===== src/rtl/ariane_axi_sram_slv.sv =====
// AXI4 subordinate that turns bursts into single-port 64-bit SRAM accesses, one transaction at a
// time. Define ARIANE_AXI_SRAM_SLV_WRAP_EN to support WRAP bursts; otherwise they answer SLVERR.

package ariane_axi;
   localparam int unsigned IdWidthSlave = 5;
   typedef logic [IdWidthSlave-1:0] id_slv_t;

   typedef struct packed {
      id_slv_t     id;
      logic [63:0] addr;
      logic [7:0]  len;
      logic [2:0]  size;
      logic [1:0]  burst;
      logic        lock;
      logic [3:0]  cache;
      logic [2:0]  prot;
      logic [3:0]  qos;
      logic [3:0]  region;
      logic [5:0]  atop;
      logic        user;
   } aw_chan_slv_t;

   typedef struct packed {
      logic [63:0] data;
      logic [7:0]  strb;
      logic        last;
      logic        user;
   } w_chan_t;

   typedef struct packed {
      id_slv_t    id;
      logic [1:0] resp;
      logic       user;
   } b_chan_slv_t;

   typedef struct packed {
      id_slv_t     id;
      logic [63:0] addr;
      logic [7:0]  len;
      logic [2:0]  size;
      logic [1:0]  burst;
      logic        lock;
      logic [3:0]  cache;
      logic [2:0]  prot;
      logic [3:0]  qos;
      logic [3:0]  region;
      logic        user;
   } ar_chan_slv_t;

   typedef struct packed {
      id_slv_t     id;
      logic [63:0] data;
      logic [1:0]  resp;
      logic        last;
      logic        user;
   } r_chan_slv_t;

   typedef struct packed {
      aw_chan_slv_t aw;
      logic         aw_valid;
      w_chan_t      w;
      logic         w_valid;
      logic         b_ready;
      ar_chan_slv_t ar;
      logic         ar_valid;
      logic         r_ready;
   } req_slv_t;

   typedef struct packed {
      logic        aw_ready;
      logic        ar_ready;
      logic        w_ready;
      logic        b_valid;
      b_chan_slv_t b;
      logic        r_valid;
      r_chan_slv_t r;
   } resp_slv_t;
endpackage

module ariane_axi_sram_slv #(
   parameter int unsigned MemAddrWidth = 14
) (
   input  logic                    clk_i,
   input  logic                    rst_i,
   input  ariane_axi::req_slv_t    axi_req_i,
   output ariane_axi::resp_slv_t   axi_resp_o,
   output logic                    mem_req_o,
   output logic                    mem_we_o,
   output logic [MemAddrWidth-1:0] mem_addr_o,
   output logic [63:0]             mem_wdata_o,
   output logic [7:0]              mem_be_o,
   input  logic [63:0]             mem_rdata_i
);
   localparam logic [1:0] RespOkay   = 2'b00;
   localparam logic [1:0] RespSlvErr = 2'b10;
   localparam logic [1:0] RespDecErr = 2'b11;
   localparam logic [1:0] BurstIncr  = 2'b01;
   localparam logic [1:0] BurstWrap  = 2'b10;

   typedef enum logic [2:0] {StIdle, StWrData, StWrResp, StRdMem, StRdResp} state_e;

   state_e              state_q, state_d;
   logic                prefer_rd_q, prefer_rd_d;
   ariane_axi::id_slv_t id_q, id_d;
   logic [63:0]         addr_q, addr_d;
   logic [7:0]          len_q, len_d, cnt_q, cnt_d;
   logic [2:0]          size_q, size_d;
   logic [1:0]          burst_q, burst_d, err_q, err_d;
   logic [63:0]         rdata_q, rdata_mux;
   logic                rd_first_q;
   logic                grant_wr, grant_rd, ok, unused_req;
   logic [63:0]         step, next_addr;

   function automatic logic [1:0] classify(input logic [63:0] addr, input logic [7:0] len,
                                           input logic [1:0] burst, input logic atomic);
      logic [1:0] err;
      err = RespOkay;
      if (atomic) err = RespSlvErr;
`ifdef ARIANE_AXI_SRAM_SLV_WRAP_EN
      if (burst == BurstWrap && !(len inside {8'd1, 8'd3, 8'd7, 8'd15})) err = RespSlvErr;
`else
      if (burst == BurstWrap || len != len) err = RespSlvErr;
`endif
      if ((addr >> (MemAddrWidth + 3)) != 64'd0) err = RespDecErr;
      return err;
   endfunction

   assign ok          = (err_q == RespOkay);
   assign unused_req  = ^axi_req_i;
   assign mem_addr_o  = addr_q[MemAddrWidth+2:3];
   assign mem_wdata_o = axi_req_i.w.data;
   assign mem_be_o    = axi_req_i.w.strb;
   assign step        = 64'd1 << size_q;
   // SRAM data is only valid in the first RD_RESP cycle; afterwards the captured copy is shown.
   assign rdata_mux   = rd_first_q ? (ok ? mem_rdata_i : 64'd0) : rdata_q;

`ifdef ARIANE_AXI_SRAM_SLV_WRAP_EN
   logic [63:0] wrap_mask;
   assign wrap_mask = (({56'd0, len_q} + 64'd1) << size_q) - 64'd1;
`endif

   always_comb begin
      next_addr = addr_q;
      case (burst_q)
         BurstIncr: next_addr = addr_q + step;
`ifdef ARIANE_AXI_SRAM_SLV_WRAP_EN
         BurstWrap: next_addr = (addr_q & ~wrap_mask) | ((addr_q + step) & wrap_mask);
`endif
         default: next_addr = addr_q;
      endcase
   end

   always_comb begin
      state_d     = state_q;
      prefer_rd_d = prefer_rd_q;
      id_d        = id_q;
      addr_d      = addr_q;
      len_d       = len_q;
      cnt_d       = cnt_q;
      size_d      = size_q;
      burst_d     = burst_q;
      err_d       = err_q;
      grant_wr    = 1'b0;
      grant_rd    = 1'b0;
      axi_resp_o  = '0;
      mem_req_o   = 1'b0;
      mem_we_o    = 1'b0;
      unique case (state_q)
         StIdle: begin
            grant_rd = axi_req_i.ar_valid && (!axi_req_i.aw_valid || prefer_rd_q);
            grant_wr = axi_req_i.aw_valid && !grant_rd;
            axi_resp_o.aw_ready = grant_wr;
            axi_resp_o.ar_ready = grant_rd;
            // Fairness only matters under contention, so the pointer moves only then.
            if (axi_req_i.aw_valid && axi_req_i.ar_valid) prefer_rd_d = grant_wr;
            cnt_d = 8'd0;
            if (grant_wr) begin
               id_d    = axi_req_i.aw.id;
               addr_d  = axi_req_i.aw.addr;
               len_d   = axi_req_i.aw.len;
               size_d  = axi_req_i.aw.size;
               burst_d = axi_req_i.aw.burst;
               err_d   = classify(axi_req_i.aw.addr, axi_req_i.aw.len, axi_req_i.aw.burst,
                                  axi_req_i.aw.atop != 6'd0);
               state_d = StWrData;
            end else if (grant_rd) begin
               id_d    = axi_req_i.ar.id;
               addr_d  = axi_req_i.ar.addr;
               len_d   = axi_req_i.ar.len;
               size_d  = axi_req_i.ar.size;
               burst_d = axi_req_i.ar.burst;
               err_d   = classify(axi_req_i.ar.addr, axi_req_i.ar.len, axi_req_i.ar.burst, 1'b0);
               state_d = StRdMem;
            end
         end
         StWrData: begin
            axi_resp_o.w_ready = 1'b1;
            if (axi_req_i.w_valid) begin
               mem_req_o = ok;
               mem_we_o  = ok;
               addr_d    = next_addr;
               cnt_d     = cnt_q + 8'd1;
               if (axi_req_i.w.last) state_d = StWrResp;
            end
         end
         StWrResp: begin
            axi_resp_o.b_valid = 1'b1;
            axi_resp_o.b.id    = id_q;
            axi_resp_o.b.resp  = err_q;
            if (axi_req_i.b_ready) state_d = StIdle;
         end
         StRdMem: begin
            mem_req_o = ok;
            state_d   = StRdResp;
         end
         StRdResp: begin
            axi_resp_o.r_valid = 1'b1;
            axi_resp_o.r.id    = id_q;
            axi_resp_o.r.data  = rdata_mux;
            axi_resp_o.r.resp  = err_q;
            axi_resp_o.r.last  = (cnt_q == len_q);
            if (axi_req_i.r_ready) begin
               if (cnt_q == len_q) begin
                  state_d = StIdle;
               end else begin
                  addr_d  = next_addr;
                  cnt_d   = cnt_q + 8'd1;
                  state_d = StRdMem;
               end
            end
         end
         default: state_d = StIdle;
      endcase
   end

   always_ff @(posedge clk_i) begin
      if (rst_i) begin
         state_q     <= StIdle;
         prefer_rd_q <= 1'b1;
         id_q        <= '0;
         addr_q      <= '0;
         len_q       <= '0;
         cnt_q       <= '0;
         size_q      <= '0;
         burst_q     <= '0;
         err_q       <= RespOkay;
         rdata_q     <= '0;
         rd_first_q  <= 1'b0;
      end else begin
         state_q     <= state_d;
         prefer_rd_q <= prefer_rd_d;
         id_q        <= id_d;
         addr_q      <= addr_d;
         len_q       <= len_d;
         cnt_q       <= cnt_d;
         size_q      <= size_d;
         burst_q     <= burst_d;
         err_q       <= err_d;
         rdata_q     <= rdata_mux;
         rd_first_q  <= (state_q == StRdMem);
      end
   end
endmodule


===== config.mk =====
export PLATFORM = sky130hd
export DESIGN_NAME = ariane_axi_sram_slv
export DESIGN_NICKNAME = d
export VERILOG_FILES = /design/src/rtl/ariane_axi_sram_slv.sv
export SDC_FILE = /design/constraint.sdc
export NUM_CORES = 1
export LEC_CHECK = 0
export BUFFER_PORTS_ARGS = -buffer_cell sky130_fd_sc_hd__buf_2
export CORE_AREA = 2 2 200 202
export CTS_BUF_LIST = sky130_fd_sc_hd__clkbuf_4
export DETAILED_ROUTE_END_ITERATION = 6
export DIE_AREA = 0 0 202 204
export HOLD_SLACK_MARGIN = 0.06
export PLACE_DENSITY = 0.54
export SLEW_MARGIN = 5
export SYNTH_ARGS = -nofsm -noshare
export SYNTH_HDL_FRONTEND = slang
export SYNTH_SLANG_ARGS = --single-unit

===== constraint.sdc =====
create_clock -name clk_i -period 5.9 [get_ports clk_i]
set_input_delay 0.295 -clock clk_i [delete_from_list [all_inputs] [get_ports clk_i]]
set_output_delay 0.295 -clock clk_i [all_outputs]
set_load 0.1 [all_outputs]

== Word-level counts from Yosys, hierarchy flattened ==
Cells that the tools add are included.
W data, S select, Z words.

* Add/subtract/negate cells: 2
* Eq/ne operators: 14
* Shifts and indexed selects: 1
* Mux-type cells: 43
* Reductions and logical operators: 18

{| class="wikitable"
|+ Operator list
! kind !! number
|-
| $mux W64 || 8
|-
| $pmux W64 S3 || 1
|-
| $reduce_bool A64 Y1 || 2
|-
| $mux W73 || 1
|-
| $add A64 B64 Y64 || 1
|-
| $shl A1 B3 Y64 const A || 1
|-
| $mux W8 || 6
|-
| $mux W3 || 8
|-
| $pmux W8 S3 || 1
|-
| $mux W2 || 11
|-
| $pmux W3 S5 || 1
|-
| $mux W5 || 2
|-
| $ne A2 B2 Y1 const B || 5
|-
| $reduce_and A5 Y1 || 2
|-
| $add A8 B1 Y8 const B || 1
|-
| $eq A8 B8 Y1 || 1
|-
| $eq A3 B2 Y1 const B || 2
|-
| $reduce_bool A6 Y1 || 1
|-
| $eq A2 B2 Y1 const B || 2
|-
| $reduce_and A2 Y1 || 2
|-
| $reduce_and A4 Y1 || 1
|-
| $eq A3 B1 Y1 const B || 1
|-
| $eq A3 B3 Y1 const B || 1
|-
| $logic_and A1 B1 Y1 || 3
|-
| other kinds (10) || 13
|}

* Flip-flop bits (word level): 161
* Input bits: 349
* Logic and storage cells: 89

== Depth between registers and ports, before layout ==
* Depth after elaboration: 7
* Depth in mapped cells: 10
* Depth with buffers taken out: 9

== Least setup slack after synthesis ==
OpenSTA, ideal clock, no wires.

* Kind: register to output
* Start point: register state_q[1]
* End point: output mem_req_o
* Arrival: 3573 ps
* Required time: 5605 ps
* Path slack: 2032 ps
* Cell stages (with the launch flop): 5
* Cells stage by stage: dfxtp_1 -> buf_2 -> clkbuf_1 -> nor2_1 -> nor4_1

* Longest elaborated chain between the ends: 2

{| class="wikitable"
|+ RTL lines
! item !! RTL line !! source
|-
| start, declared || 102 || <nowiki>state_e state_q, state_d;</nowiki>
|-
| start signal, assigned || 238 || <nowiki>state_q <= StIdle;</nowiki>
|-
| start signal, assigned || 250 || <nowiki>state_q <= state_d;</nowiki>
|-
| $eq A3 B2 Y1 or $eq A3 B1 Y1 (tied branches) || 168 || <nowiki>unique case (state_q)</nowiki>
|-
| $pmux W1 S2 (*) || 168 ||
|-
| end, declared || 87 || <nowiki>output logic mem_req_o,</nowiki>
|}

Mark *: on every way between the ends. The rest lies on a longest branch, timed or not.

== Final worst setup path ==
* Start point: register state_q[2]
* End point: register addr_q[14]

* Longest elaborated chain between the ends: 3

{| class="wikitable"
|+ RTL lines
! item !! RTL line !! source
|-
| $eq A3 B3 Y1, or another cell as far along || 168 ||
|-
| $ne A2 B2 Y1 (no source line), or another cell as far along || n/a ||
|-
| $reduce_and A5 Y1 (no source line) || n/a ||
|-
| end signal, assigned || 253 || <nowiki>addr_q <= addr_d;</nowiki>
|-
| end, declared || 105 || <nowiki>logic [63:0] addr_q, addr_d;</nowiki>
|}

Parallel ways exist; a longest one is shown, timed or not.
A chain may end at the register's enable or synchronous reset.

==> Implementation_results.wiki <==
{| class="wikitable"
! Metric !! Value
|-
| Fraction of power spent switching nets || 0.4201
|-
| Root buffer cell || clkbuf_4
|-
| Sequential share of power || 0.372
|-
| Sink count of the clock tree || 114
|-
| Die Ht || 204 microns
|-
| Sequential fraction of the synthesis area || 0.3365
|-
| Maximum number of pins on one net before global-route repair || 66
|-
| List of cells traversed by the critical path || nand2b_1, a21o_1, a21oi_1, or4_1, or4_1, a31oi_1
|-
| Total Routing Usage GR || 0.1232
|-
| Reported leakage power || between 4 and 5 nW
|-
| Net switching power || 0.001026 W
|-
| Fin. max-slew vios || 0
|-
| Number of DRC markers after the initial detailed-route iteration || ~350
|-
| Critical Path Max Stage Delay || 0.77 ns
|-
| Fraction of the cycle the final worst path needs || 0.5953
|-
| Total number of placement rows || 73
|-
| R2r worst-path depth || 6
|-
| Most frequently used cell type in the post-synthesis netlist || nor2_1
|-
| Kind of start point of the critical path || flop
|-
| Worst setup EP type || flop
|-
| WL final || ~26 mm
|-
| Area taken by flip-flops and latches || 2283 sq um
|-
| Share of final-layout standard cells stronger than drive strength 1 || 0.3064
|-
| Global-route wire length before repair || 38.75 mm
|-
| Post-Route Skew || 0.02690 ns
|-
| Shortest period the worst path allows || 3.512 ns
|-
| Unrepaired setup endpoints after global routing || false
|-
| Buffers added on ports || 341
|-
| Layout Nets || 1,632
|-
| Insertion delay of the later-clocked pin in the worst-skew pair || 0.59 ns
|-
| Number of vias after detailed routing || 7,616
|-
| Peak supply drop || 0.1132 mV
|-
| Power Density || 248.4 nW/um^2
|-
| Worst endpoint required time || 6.40 ns
|-
| Top cells by instance count after synthesis || nor2_1 (172), dfxtp_1 (114), a21oi_1 (103)
|-
| Vias/cell || 4.196
|-
| Maximum fanout along the worst path || 26
|-
| Worst Slack Setup Final || 2.388 ns
|-
| Synthesized area per cell || between 7 and 8 sq um
|-
| Clock network fraction of design power || 0.261
|-
| Routability Congestion || ~0.8
|-
| Synthesized area || 6782 sq um
|-
| Final Hold Fails || 0
|-
| Worst hold path type || input pin to flop
|-
| CTS tree || done
|-
| Initial core utilization || 0.1731
|-
| Classification of the worst setup path || flop to flop
|-
| Num CTS Buffers || 17
|-
| Total gr overflow || 0
|-
| Post-synth top flop || dfxtp_1
|-
| Area added between synthesis and finish || 45.00%
|-
| Worst path slowest cell || or4_1
|-
| Count of flip-flops with a built-in enable after synthesis || 0
|-
| Placement Setup Slack || 2.362 ns
|-
| Final antenna-violating net count || 0
|-
| Detail Placement HPWL || 19.79 mm
|-
| Accumulated negative setup slack || 0 ns
|-
| Post-Syn Instances || 934
|-
| Routed length per placed instance || 14.34 microns
|-
| Synthesized flop and latch total || 114
|-
| Count of cells along the worst hold path || 5
|-
| Maximum clock insertion buffer count || 2
|-
| Area of the multi-input gates || around 3600 sq um
|-
| Detailed-router iteration count before antenna repair || 4
|-
| Cell mode on critical path || or4_1
|-
| Arrival time reported for the critical path endpoint || 4.02 ns
|-
| Design internal power || between 0.001 and 0.0015 W
|-
| Slew HR || 0.3694
|-
| Result of the run || complete, no violations
|-
| Number of max-cap violations || 0
|-
| Synth area leaders || dfxtp_1 (34%), buf_4 (9.7%), nor2_1 (9.5%)
|-
| Fill cell count || between 4,000 and 5,000
|-
| Core ar. || 39,180 sq um
|-
| Clock slew seen by the registers of the worst setup and hold paths || 0.13 ns
|-
| Number of top-level pins || 523
|-
| Slew at the pin with the worst max-slew slack || 0.9460 ns
|-
| Vias in the first global route || 7,391
|-
| CTS H-tree lvls || 4
|-
| Count of endpoints failing setup in the final report || 0
|-
| Proportion of netlist area held by the largest area contributor || 0.3365
|-
| Remaining design rule violation count || 0
|-
| Cells resized by post-CTS repair || 0
|-
| Antenna violations before repair || 6
|-
| Share of total power in combinational logic || 0.367
|-
| Most area-hungry cell type in the Yosys netlist || dfxtp_1
|-
| Post-CTS setup buffers || 0
|-
| Proportion of register bits with asynchronous set or reset after synthesis || 0
|-
| Number of warnings printed during yosys synthesis || 0
|-
| Count of distinct cell types in the synthesized netlist || 51
|-
| Die area || 41,210 sq um
|-
| Maximum achievable frequency || ~0.28 GHz
|-
| Die span in x || 202 microns
|}
critical path: cells and delay by family (launching register included):
kind             cells  cell delay [ns]
AO/OA/AOI/OAI        3             1.07
flip-flops           1             0.75
AND/OR/NAND/NOR      3             1.61
routing by layer:
| layer | part of all wire | global-route usage | vias up |
|---|---|---|---|
| met3 | 0.075 | 0.03970 | 56 |
| met1 | 0.37 | 0.1208 | 3476 |
| met4 | 0.028 | 0.05383 | 2 |
| met5 | 0.00065 | 0 | - |
| met2 | 0.53 | 0.2356 | 319 |
| li1 | - | - | 3763 |
through the flow:
stage / utilization / hold slack [ns] / total power (W) / instances / cell area, sq um
6_report: 0.2510 / 0.1589 / 0.002443 / 1815 / 9833
5_1_grt: 0.2509 / 0.09724 / 0.002606 / 1814 / 9831
4_1_cts: 0.2507 / 0.06320 / 0.002504 / 1811 / 9823
3_5_place_dp: 0.2121 / 0.4618 / 0.001735 / 1658 / 8312
3_3_place_gp: 0.2121 / 0.4518 / 0.001724 / 1658 / 8312
2_1_floorplan: - / 0.4406 / 0.001749 / 935 / 6785
cells by family after synthesis:
family / Yosys count / share of synthesized area
simple gates: 451 / 0.3159
compound gates: 176 / 0.1566
buf+inv: 158 / 0.1395
flops: 114 / 0.3365
xor+xnor: 22 / 0.02841
fa+ha+maj: 10 / 0.01956
mux: 2 / 0.002952
other cells: 1 / 0.0005530
power groups by stage:
stage / registers [W] / logic (W) / clock network [W]
floorplan: 0.000887 / 0.000862 / 0
global placement: 0.000925 / 0.000800 / 0
detailed placement: 0.000928 / 0.000808 / 0
CTS: 0.000910 / 0.000905 / 0.000689
global route: 0.000921 / 0.000973 / 0.000711
finish: 0.000908 / 0.000898 / 0.000637
flip-flops by register name, summed over array words and instances, names as in the netlist:
name	cells
rdata_q	64
addr_q	17
cnt_q	8
len_q	8
id_q	5
size_q	3
state_q	3
burst_q	2
err_q	2
prefer_rd_q	1
rd_first_q	1
final timing paths:
kind                endpoint      startpoint  slack (ns)
setup / recovery  addr_q[14]      state_q[2]        2.39
hold / removal     addr_q[9]  axi_req_i[223]        0.16
setup reg to reg  addr_q[14]      state_q[2]        2.39
hold reg to reg    addr_q[2]       addr_q[2]        0.48
area by class of cell:
type	instances	share of cell area
antenna	4	0.001018
clock buffer	17	0.01298
clock inverter	15	0.01756
inverter	6	0.002290
multi-input combinational	663	0.3633
sequential	114	0.2322
tap	525	0.06680
timing repair buffer	471	0.3039
placed cells by master, fill, tap and decap left out, drive strengths merged, types with 13 or more instances in the layout:
cell	netlist	layout
a21oi	103	103
o21ai	16	16
nand3	19	19
clkbuf	52	17
nor2	172	172
xnor2	19	19
o211ai	13	13
dlygate4sd3	0	121
nor3	14	14
dfxtp	114	114
nor2b	66	66
buf	100	350
nor4	31	31
a311oi	18	18
nand2	97	97
inv	6	13
repair_timing:
| action | in CTS | in global routing |
|---|---|---|
| hold buffers | 121 | 0 |
| hold endpoints to repair | 94 | 0 |
| setup endpoints to repair | 0 | 0 |
No activity file was read; power rests on OpenSTA's default activity.
